<file path="src/rtl/uart16750_ctrl.sv">
// uart16750_ctrl: register-bus master for the uart_16750 core.
// Configures the core, then polls LSR to move bytes between streams and THR/RBR.
module uart16750_ctrl #(
  parameter logic [15:0] DIVISOR  = 16'h0011,
  parameter logic [7:0]  LCR_VAL  = 8'h03,
  parameter logic [7:0]  FCR_VAL  = 8'h81,
  parameter logic [7:0]  IER_VAL  = 8'h01,
  parameter int unsigned POLL_GAP = 16
) (
  input  logic        clk_33M,
  input  logic        rstn,
  input  logic        reconfig,
  output logic        bus_cs,
  output logic        bus_wr,
  output logic        bus_rd,
  output logic [2:0]  bus_addr,
  output logic [7:0]  bus_dout,
  input  logic [7:0]  bus_din,
  input  logic [7:0]  tx_data,
  input  logic        tx_valid,
  output logic        tx_ready,
  output logic [7:0]  rx_data,
  output logic        rx_valid,
  input  logic        rx_ready,
  output logic        cfg_done,
  output logic [3:0]  err_flags,
  output logic [15:0] tx_count,
  output logic [15:0] rx_count
);

  localparam logic [15:0] GAP_LAST = 16'(POLL_GAP - 1);

  typedef enum logic [2:0] {
    CFG, RUN_GAP, POLL, DECIDE, RX_RD, TX_WR
  } state_t;

  state_t      state;
  logic [3:0]  cfg_step;
  logic [15:0] gap_cnt;
  logic        rcfg_pend;
  logic        lsr_dr;
  logic        lsr_thre;
  logic [2:0]  cfg_addr;
  logic [7:0]  cfg_data;

  // even steps 0..10 issue a write, odd steps idle, step 12 finishes
  always_comb begin
    cfg_addr = 3'd0;
    cfg_data = 8'h00;
    case (cfg_step[3:1])
      3'd0: begin cfg_addr = 3'd3; cfg_data = 8'h80 | LCR_VAL; end
      3'd1: begin cfg_addr = 3'd0; cfg_data = DIVISOR[7:0]; end
      3'd2: begin cfg_addr = 3'd1; cfg_data = DIVISOR[15:8]; end
      3'd3: begin cfg_addr = 3'd3; cfg_data = LCR_VAL; end
      3'd4: begin cfg_addr = 3'd2; cfg_data = FCR_VAL; end
      3'd5: begin cfg_addr = 3'd1; cfg_data = IER_VAL; end
      default: ;
    endcase
  end

  always_ff @(posedge clk_33M or negedge rstn) begin
    if (!rstn) begin
      state     <= CFG;
      cfg_step  <= 4'd0;
      gap_cnt   <= 16'd0;
      rcfg_pend <= 1'b0;
      lsr_dr    <= 1'b0;
      lsr_thre  <= 1'b0;
      bus_cs    <= 1'b0;
      bus_wr    <= 1'b0;
      bus_rd    <= 1'b0;
      bus_addr  <= 3'd0;
      bus_dout  <= 8'h00;
      tx_ready  <= 1'b0;
      rx_data   <= 8'h00;
      rx_valid  <= 1'b0;
      cfg_done  <= 1'b0;
      err_flags <= 4'd0;
      tx_count  <= 16'd0;
      rx_count  <= 16'd0;
    end else begin
      bus_cs   <= 1'b0;
      bus_wr   <= 1'b0;
      bus_rd   <= 1'b0;
      tx_ready <= 1'b0;
      if (reconfig) rcfg_pend <= 1'b1;
      if (rx_valid && rx_ready) rx_valid <= 1'b0;
      case (state)
        CFG: begin
          if (cfg_step == 4'd12) begin
            cfg_done <= 1'b1;
            gap_cnt  <= 16'd0;
            state    <= RUN_GAP;
          end else begin
            if (!cfg_step[0]) begin
              bus_cs   <= 1'b1;
              bus_wr   <= 1'b1;
              bus_addr <= cfg_addr;
              bus_dout <= cfg_data;
            end
            cfg_step <= cfg_step + 4'd1;
          end
        end
        RUN_GAP: begin
          if (rcfg_pend) begin
            rcfg_pend <= reconfig;
            cfg_done  <= 1'b0;
            err_flags <= 4'd0;
            cfg_step  <= 4'd0;
            state     <= CFG;
          end else if (gap_cnt >= GAP_LAST) begin
            if (!rx_valid || tx_valid) begin
              bus_cs   <= 1'b1;
              bus_rd   <= 1'b1;
              bus_addr <= 3'd5;
              state    <= POLL;
            end
          end else begin
            gap_cnt <= gap_cnt + 16'd1;
          end
        end
        POLL: begin
          lsr_dr    <= bus_din[0];
          lsr_thre  <= bus_din[5];
          err_flags <= err_flags | bus_din[4:1];
          state     <= DECIDE;
        end
        DECIDE: begin
          if (lsr_dr && !rx_valid) begin
            bus_cs   <= 1'b1;
            bus_rd   <= 1'b1;
            bus_addr <= 3'd0;
            state    <= RX_RD;
          end else if (lsr_thre && tx_valid) begin
            bus_cs   <= 1'b1;
            bus_wr   <= 1'b1;
            bus_addr <= 3'd0;
            bus_dout <= tx_data;
            tx_ready <= 1'b1;
            state    <= TX_WR;
          end else begin
            gap_cnt <= 16'd0;
            state   <= RUN_GAP;
          end
        end
        RX_RD: begin
          rx_data  <= bus_din;
          rx_valid <= 1'b1;
          rx_count <= rx_count + 16'd1;
          gap_cnt  <= 16'd0;
          state    <= RUN_GAP;
        end
        TX_WR: begin
          tx_count <= tx_count + 16'd1;
          gap_cnt  <= 16'd0;
          state    <= RUN_GAP;
        end
        default: state <= CFG;
      endcase
    end
  end

endmodule

</file>
<file path="config.mk">
export PLATFORM = sky130hd
export DESIGN_NAME = uart16750_ctrl
export DESIGN_NICKNAME = d
export VERILOG_FILES = /design/src/rtl/uart16750_ctrl.sv
export SDC_FILE = /design/constraint.sdc
export NUM_CORES = 1
export LEC_CHECK = 0
export CAP_MARGIN = 20
export CELL_PAD_IN_SITES_DETAIL_PLACEMENT = 0
export CELL_PAD_IN_SITES_GLOBAL_PLACEMENT = 1
export CORE_MARGIN = 1
export CORE_UTILIZATION = 30
export CTS_CLUSTER_DIAMETER = 30
export CTS_CLUSTER_SIZE = 40
export DETAILED_ROUTE_END_ITERATION = 10
export GPL_ROUTABILITY_DRIVEN = 0
export GPL_TIMING_DRIVEN = 1
export PLACE_DENSITY = 0.73
export SETUP_SLACK_MARGIN = 0.5
export SYNTH_ARGS = -nofsm -noshare
export SYNTH_HDL_FRONTEND = slang
export SYNTH_SLANG_ARGS = --single-unit
</file>
<file path="constraint.sdc">
create_clock -name clk_33M -period 2.3 [get_ports clk_33M]
set_input_delay 0.46 -clock clk_33M [delete_from_list [all_inputs] [get_ports clk_33M]]
set_output_delay 0.46 -clock clk_33M [all_outputs]
set_load 0.1 [all_outputs]
</file>
==> impl_metrics.env, run 1 <==
export IMPL_status="completed"
export IMPL_syn_area_per_cell_um2=10.9
export IMPL_detail_route_antenna_nets=0
export IMPL_diodes=0
export IMPL_finalSetupViolCount=0
export IMPL_path_cells="clkdlybuf4s50_1 -> nand2_1 -> a31oi_4 -> a22oi_4 -> buf_12 -> a21bo_1 -> a21oi_1"
export IMPL_pre_cts_ws_ns=0.206
export IMPL_rows=41
export IMPL_min_period_ns=1.72
export IMPL_area_growth_pct=34.8
export IMPL_regArea_mm2=0.00221
export IMPL_multi_input_area_mm2=0.00178
export IMPL_die_y_um=117
export IMPL_numCtsBuffers=9
export IMPL_grt_pass1_vias=2991
export IMPL_slew_headroom_pct=55.4
export IMPL_clock_sinks=87
export IMPL_core_area_mm2=0.0128
export IMPL_finalHoldViolations=0
export IMPL_nFillCells=1214
export IMPL_path_buf_inv=2
export IMPL_synth_edf_count=0
export IMPL_critical_path_max_fanout=16
export IMPL_fin_skew_ns=0.00795
export IMPL_max_cap_viol_count=0
export IMPL_worst_setup_path_end_kind="flip-flop"
export IMPL_antenna_found_initial=0
export IMPL_port_buffer_count=81
export IMPL_clk_latency_ns=0.33
export IMPL_grt_util_all_layers_pct=13.5
export IMPL_htreeDepth=3
export IMPL_drv_slew=0
export IMPL_drt_first_pass_iters=6
export IMPL_clk_pin_slew_ns=0.06
export IMPL_post_route_drc_count=0
export IMPL_wl_um=8970
export IMPL_leakagePower_nw=2.48
export IMPL_vias=3021
export IMPL_synth_distinct_cells=49
export IMPL_drive_gt1_share_pct=34.5
export IMPL_grt_overflow_total=0
export IMPL_hpwl_um=6430
export IMPL_grt_setup_unrepaired="yes"
export IMPL_setup_ws_ns=0.578
export IMPL_numPlacedInstances=616
export IMPL_critPathTopFamily="compound AO/OA/AOI/OAI gates"
export IMPL_tns_ns=0
export IMPL_ios=82
export IMPL_cpPeakStageDelay_ns=0.51
export IMPL_grt_max_degree=50
export IMPL_die_x_um=117
export IMPL_tightest_slew_ns=0.669
export IMPL_routed_via_density=4.71
export IMPL_period_share_pct=74.9
export IMPL_worstPathArrival_ns=1.97
export IMPL_final_cells=641
export IMPL_cts_tree="built"
export IMPL_ys_warn_count=0
export IMPL_ys_seq_area_share_pct=54.6
export IMPL_synth_main_ff_cell="dfrtp_1"
export IMPL_drt_iter0_drc=211
export IMPL_syn_nets=393
export IMPL_final_common_cell="buf_4"
export IMPL_cts_root_buf="clkbuf_16"
export IMPL_start_kind="input pin"
export IMPL_dieArea_mm2=0.0138
export IMPL_hold_class="in2async"
export IMPL_nets=490
export IMPL_final_cell_mix="buf_4 (78), dfrtp_1 (61), nand2_1 (38)"
export IMPL_powerDensity_mw_per_mm2=977
export IMPL_max_freq_ghz=0.581
export IMPL_syn_area_mm2=0.00399
export IMPL_wl_per_cell_um=14.0
export IMPL_cts_hold_buffers=0
export IMPL_syn_inst=367
export IMPL_initial_core_util_pct=31.2
export IMPL_cp_slowest_cell="clkdlybuf4s50_1"
export IMPL_ys_ff_latch=87
export IMPL_critPathKind="in2reg"
export IMPL_cts_max_path_buffers=2
export IMPL_synthArstFlopShare_pct=100
export IMPL_ir_worst_vdd_mv=0.397
export IMPL_critPathRequiredTime_ns=2.55
export IMPL_finalPower_mw=5.26
export IMPL_grt_pass1_wl_um=15000
## cell families (layout without fill, tap and decap cells)
| kind of cell | Yosys count | after routing | synth area share, % |
|---|---|---|---|
| compound gates | 58 | 58 | 9.60 |
| xor+xnor | 35 | 35 | 7.68 |
| fa+ha+maj | 5 | 5 | 1.57 |
| buf+inv | 23 | 125 | 2.92 |
| flops | 87 | 87 | 54.6 |
| mux | 14 | 14 | 3.89 |
| simple gates | 145 | 145 | 19.8 |
## through the flow
| stage | instance area [um^2] | util, % | hold slack, ns |
|---|---|---|---|
| final | 5380 | 42.1 | 0.169 |
| after floorplan | 4010 | - | 0.164 |
| after CTS | 5260 | 41.2 | 0.188 |
| after detailed placement | 4890 | 38.3 | 0.464 |
| after global routing | 5380 | 42.1 | 0.219 |
| after global placement | 4890 | 38.3 | 0.459 |
## what timing repair did
action,CTS,global route
resized for setup,8,15
endpoints found under the setup margin,29,30
buffers inserted,3,6
pin swaps,2,4
## metal layers
metal  track usage, %  wire length (um)
met1             18.1              4080
met2             21.8              4500
met3             2.24               292
met4             5.11               108
met5                0                 0
## layout make-up
type	count	share of cell area, %
well taps	172	4.00
multi-input cells	257	33.1
repair buffers	99	15.2
clock buffers	12	4.95
clock inverters	4	0.977
inverters	10	0.698
flip-flops and latches	87	41.1
## synthesized netlist by cell type (7+ instances only)
cell type	n	area (um^2)
o21ai_1	8	40.0
mux2_2	12	135
xnor2_1	20	175
nor2_1	29	109
nand4_1	7	43.8
nand3_1	17	85.1
a21oi_1	22	110
dfrtp_1	87	2180
and3_1	13	81.3
nor3_1	9	45.0
nand2_1	39	146
inv_1	9	33.8
xor2_1	15	131
## flip-flops by register name, indices dropped and copies added (netlist names), 3 cells and up
register,flops
gap_cnt,16
rx_count,16
tx_count,16
bus_dout,8
rx_data,8
cfg_step,4
err_flags,4
bus_addr,3
state,3
## power by group
group / internal, mW / total (mW) / leakage [nW] / switching, mW
Combinational: 0.563 / 1.88 / 1.21 / 1.32
Clock: 0.931 / 1.52 / 0.147 / 0.594
Sequential: 1.71 / 1.85 / 1.12 / 0.147
## path summary, 6_finish.rpt
kind / slack [ns] / end / depth (start not counted) / from
worst min register to register: 0.47 / rx_count[15] / 1 / rx_count[15]
worst max-delay path: 0.58 / gap_cnt[2] / 7 / tx_valid
worst max register to register: 0.58 / gap_cnt[2] / 6 / gap_cnt[9]
max in group asynchronous: 1.48 / gap_cnt[9] / 2 / rstn
worst min-delay path: 0.17 / rx_data[3] / 1 / rstn
min in group clk_33M: 0.47 / rx_count[15] / 1 / rx_count[15]
No activity file was read; power rests on OpenSTA's default activity.
==> inputs of run 2 (changes only) <==
- clock period: 2.3 -> 1.6 ns (I/O delays scaled with it)
==> impl_metrics.env, run 2 (synthesis results as in run 1) <==
export IMPL_min_period_ns=1.71
export IMPL_drt_first_pass_iters=4
export IMPL_leakagePower_nw=3.61
export IMPL_reg2reg_slack_ns=-0.11
export IMPL_cts_tree="built"
export IMPL_nets=612
export IMPL_endpoint="gap_cnt[2]"
export IMPL_reg_top3="gap_cnt (16), rx_count (16), tx_count (16)"
export IMPL_critPathKind="reg2reg"
export IMPL_dieArea_mm2=0.0138
export IMPL_crit_top_cell="buf_6"
export IMPL_status="finished, violations left"
export IMPL_worstPathArrival_ns=1.97
export IMPL_path_cells="buf_6 -> and3b_2 -> a31oi_4 -> a22oi_4 -> buf_6 -> a21bo_1 -> a21oi_1"
export IMPL_ir_worst_vdd_mv=1.13
export IMPL_detail_route_antenna_nets=0
export IMPL_port_buffer_count=81
export IMPL_die_x_um=117
export IMPL_grt_pass1_wl_um=18000
export IMPL_numCtsBuffers=9
export IMPL_rr_startpoint="state[0]"
export IMPL_ios=82
export IMPL_area_growth_pct=100
export IMPL_gr_usage_met3_pct=3.84
export IMPL_final_cell_mix="buf_4 (94), buf_12 (66), dfrtp_2 (50)"
export IMPL_cts_max_path_buffers=2
export IMPL_critical_path_max_fanout=5
export IMPL_critPathLaunch="state[0]"
export IMPL_grt_use_met2_pct=27.8
export IMPL_reg2reg_to="gap_cnt[2]"
export IMPL_grt_pass1_vias=3601
export IMPL_setup_ws_ns=-0.108
export IMPL_cp_depth=7
export IMPL_routed_via_density=4.65
export IMPL_final_common_cell="buf_4"
export IMPL_diodes=0
export IMPL_clock_sinks=87
export IMPL_cts_root_buf="clkbuf_16"
export IMPL_slew_headroom_pct=68.8
export IMPL_cp_slowest_cell="dfrtp_2"
export IMPL_wl_per_cell_um=14.6
export IMPL_grt_setup_unrepaired="yes"
export IMPL_numPlacedInstances=664
export IMPL_clk_pin_slew_ns=0.06
export IMPL_initial_core_util_pct=31.2
export IMPL_grt_overflow_total=0
export IMPL_vias=3548
export IMPL_core_area_mm2=0.0128
export IMPL_grt_busiest_layer="met2"
export IMPL_start_kind="flip-flop"
export IMPL_worst_setup_path_end_kind="flip-flop"
export IMPL_hpwl_um=6940
export IMPL_finalSetupViolCount=31
export IMPL_rows=41
export IMPL_met1_usage_pct=20.5
export IMPL_grt_max_degree=88
export IMPL_drv_slew=0
export IMPL_max_freq_ghz=0.585
export IMPL_critPathRequiredTime_ns=1.86
export IMPL_finalHoldViolations=0
export IMPL_critPathTopFamily="compound AO/OA/AOI/OAI gates"
export IMPL_drive_gt1_share_pct=69.9
export IMPL_post_route_drc_count=0
export IMPL_die_y_um=117
export IMPL_powerDensity_mw_per_mm2=1120
export IMPL_cpPeakStageDelay_ns=0.47
export IMPL_antenna_found_initial=0
export IMPL_finalPower_mw=8.90
export IMPL_max_cap_viol_count=0
export IMPL_clk_latency_ns=0.34
export IMPL_violations="negative setup slack"
export IMPL_final_cells=763
export IMPL_fin_skew_ns=0.00762
export IMPL_wl_um=11100
export IMPL_hold_class="in2async"
export IMPL_drt_iter0_drc=192
export IMPL_htreeDepth=3
export IMPL_path_buf_inv=2
export IMPL_tightest_slew_ns=0.468
export IMPL_cts_hold_buffers=0
export IMPL_reg2reg_depth=7
export IMPL_period_share_pct=107
export IMPL_grt_util_all_layers_pct=16.4
==> run 2: changes by cell type in the layout (fill, tap and decap cells not counted), sizes merged <==
| cell | change |
|---|---|
| clkinvlp | -2 |
| bufinv | -1 |
| clkbuf | +3 |
| buf | +121 |
| clkinv | +1 |
==> run 2: metal layers <==
layer	share of wire (%)	vias up
li1	-	1715
met1	43	1761
met2	52	61
met3	3.3	11
met4	1.5	0
met5	0	-
==> run 2: worst min path at each step <==
stage               from          end  slack (ns)  cells past startpoint
CTS                 rstn  tx_count[6]        0.04                      2
floorplan           rstn  bus_addr[0]        0.02                      0
finish              rstn  tx_count[6]        0.02                      2
detailed placement  rstn  tx_count[6]        0.40                      2
global placement    rstn  tx_count[3]        0.40                      2
global route        rstn  tx_count[6]        0.04                      2
==> run 2: repair_timing <==
item	4_1_cts	5_1_grt
gates resized for setup	65	64
endpoints found under the setup margin	148	148
pin swaps	56	46
setup buffers	59	22
gates cloned	1	1
==> run 2: worst register-to-register path: cells and delay by family, from the launching register on <==
family	cells	cell delay, ns
compound gates	4	0.64
buf+inv	2	0.29
flops	1	0.47
simple gates	1	0.22
==> run 2: power by group <==
group          total [mW]  internal (mW)  switching, mW  leakage [nW]
combinational        4.11           1.82           2.29          2.40
clock                2.07           1.22          0.851         0.145
sequential           2.72           2.48          0.238          1.07
==> run 2: per-stage QoR <==
step | utilization, % | worst slack, ns | instance area [um^2] | hold slack [ns] | setup TNS (ns)
floorplan | - | -0.123 | 4450 | 0.0244 | -1.43
global placement | 50.3 | -0.444 | 6420 | 0.399 | -8.39
detailed placement | 50.3 | -0.474 | 6420 | 0.402 | -9.33
CTS | 58.6 | -0.0996 | 7490 | 0.0390 | -1.28
global route | 62.5 | -0.190 | 7980 | 0.0448 | -4.14
finish | 62.5 | -0.108 | 7980 | 0.0182 | -1.24
==> run 2: final cells by class <==
class	instances	area, um^2
repair buffers	221	2720
clock buffers	14	284
clock inverters	2	12.5
inverters	10	37.5
fillers	915	4790
multi-input cells	257	2430
well taps	172	215
flip-flops and latches	87	2290
==> inputs of run 3 (changes only) <==
- MAX_ROUTING_LAYER: default -> met4
==> impl_metrics.env, run 3 (synthesis results as in run 1) <==
export IMPL_grt_pass1_vias=3592
export IMPL_wl_per_cell_um=14.6
export IMPL_switchingPower_mw=3.38
export IMPL_met1_usage_pct=20.7
export IMPL_nFillCells=915
export IMPL_initial_core_util_pct=31.2
export IMPL_drv_slew=0
export IMPL_max_cap_viol_count=0
export IMPL_antenna_found_initial=0
export IMPL_pwr_share_comb_pct=46.2
export IMPL_die_y_um=117
export IMPL_numCtsBuffers=9
export IMPL_hpwl_um=6940
export IMPL_start_kind="flip-flop"
export IMPL_drive_gt1_share_pct=69.9
export IMPL_core_area_mm2=0.0128
export IMPL_nets=612
export IMPL_rr_startpoint="state[0]"
export IMPL_cts_root_buf="clkbuf_16"
export IMPL_detail_route_antenna_nets=0
export IMPL_ios=82
export IMPL_ir_worst_vdd_mv=1.13
export IMPL_status="finished, violations left"
export IMPL_clock_sinks=87
export IMPL_worstPathArrival_ns=1.97
export IMPL_rows=41
export IMPL_die_x_um=117
export IMPL_powerDensity_mw_per_mm2=1120
export IMPL_htreeDepth=3
export IMPL_finalHoldViolations=0
export IMPL_clk_latency_ns=0.34
export IMPL_power_frac_seq_pct=30.5
export IMPL_dieArea_mm2=0.0138
export IMPL_cts_tree="built"
export IMPL_diodes=0
export IMPL_clockPowerShare_pct=23.3
export IMPL_grt_pass1_wl_um=18000
export IMPL_grt_use_met2_pct=27.7
export IMPL_worst_setup_path_end_kind="flip-flop"
export IMPL_period_share_pct=107
export IMPL_port_buffer_count=81
export IMPL_drt_iter0_drc=166
export IMPL_area_growth_pct=100
export IMPL_critPathRequiredTime_ns=1.86
export IMPL_grt_overflow_total=0
export IMPL_tightest_slew_ns=0.471
export IMPL_swShare_pct=38.0
export IMPL_reg_top3="gap_cnt (16), rx_count (16), tx_count (16)"
export IMPL_final_cell_mix="buf_4 (94), buf_12 (66), dfrtp_2 (50)"
export IMPL_reg2reg_depth=7
export IMPL_max_freq_ghz=0.586
export IMPL_cts_hold_buffers=0
export IMPL_slew_headroom_pct=68.6
export IMPL_reg2reg_slack_ns=-0.11
export IMPL_critical_path_max_fanout=5
export IMPL_reg2reg_to="gap_cnt[2]"
export IMPL_hold_class="in2async"
export IMPL_grt_util_all_layers_pct=16.9
export IMPL_grt_busiest_layer="met2"
export IMPL_drt_first_pass_iters=4
export IMPL_routed_via_density=4.64
export IMPL_leakagePower_nw=3.61
export IMPL_fin_skew_ns=0.00748
export IMPL_clk_pin_slew_ns=0.06
export IMPL_pre_cts_ws_ns=-0.474
export IMPL_gr_usage_met3_pct=3.84
export IMPL_violations="negative setup slack"
export IMPL_finalSetupViolCount=32
export IMPL_setup_ws_ns=-0.106
export IMPL_wl_um=11100
export IMPL_vias=3541
export IMPL_final_common_cell="buf_4"
export IMPL_holdWs_ns=0.0199
export IMPL_grt_max_degree=88
export IMPL_post_route_drc_count=0
export IMPL_grt_setup_unrepaired="yes"
export IMPL_intPower_mw=5.52
export IMPL_critPathKind="reg2reg"
export IMPL_min_period_ns=1.71
export IMPL_finalPower_mw=8.91
export IMPL_cts_max_path_buffers=2
[run 3: cell counts in the layout (fill, tap and decap cells not counted)]
No cell type changed its count.
[run 3: power by group through the flow]
stage               Combinational (mW)  Sequential [mW]  Clock (mW)
floorplan                         1.03             3.75           0
global placement                  3.33             2.75           0
detailed placement                3.36             2.76           0
CTS                               3.68             2.71        2.13
global route                      4.34             2.74        2.23
finish                            4.11             2.72        2.08
[run 3: worst max-delay path by stage]
stage | start | endpoint | slack, ns | cells past startpoint
2_1_floorplan | cfg_step[1] | bus_dout[0] | -0.12 | 8
3_3_place_gp | tx_valid | gap_cnt[2] | -0.44 | 6
3_5_place_dp | tx_valid | gap_cnt[2] | -0.47 | 6
4_1_cts | gap_cnt[8] | gap_cnt[10] | -0.1 | 7
5_1_grt | gap_cnt[9] | gap_cnt[14] | -0.19 | 7
6_report | state[0] | gap_cnt[2] | -0.11 | 7
[run 3: worst max-delay path, cell delays in order, from the launching register on]
cell and delay (ns):
dfrtp_2 0.47, buf_6 0.14, and3b_2 0.22, a31oi_4 0.25, a22oi_4 0.10, buf_6 0.15
a21bo_1 0.16, a21oi_1 0.12
[run 3: area by class of cell]
type	instances	area, um^2	share of cell area, %
Clock buffer	14	284	3.56
Timing Repair Buffer	221	2720	34.0
Tap cell	172	215	2.70
Inverter	10	37.5	0.470
Multi-Input combinational cell	257	2430	30.4
Sequential cell	87	2290	28.7
Clock inverter	2	12.5	0.157
[run 3: metrics by stage]
step | setup TNS, ns | std cells | utilization (%) | cell area [um^2]
finish | -1.29 | 763 | 62.5 | 7980
global route | -4.12 | 763 | 62.5 | 7980
CTS | -1.28 | 740 | 58.6 | 7490
detailed placement | -9.33 | 664 | 50.3 | 6420
global placement | -8.39 | 664 | 50.3 | 6420
floorplan | -1.43 | 367 | - | 4450
[run 3: metal layers]
layer  vias up  routed length, um
li1       1718                  -
met1      1751               4760
met2        60               5840
met3        12                355
met4         0                156
met5         -                  0
[run 3: timing repair]
| action | 4_1_cts | 5_1_grt |
|---|---|---|
| pin swaps | 56 | 46 |
| resized for setup | 65 | 64 |
| cloned | 1 | 1 |
| setup buffers | 59 | 22 |
| endpoints found under the setup margin | 148 | 148 |
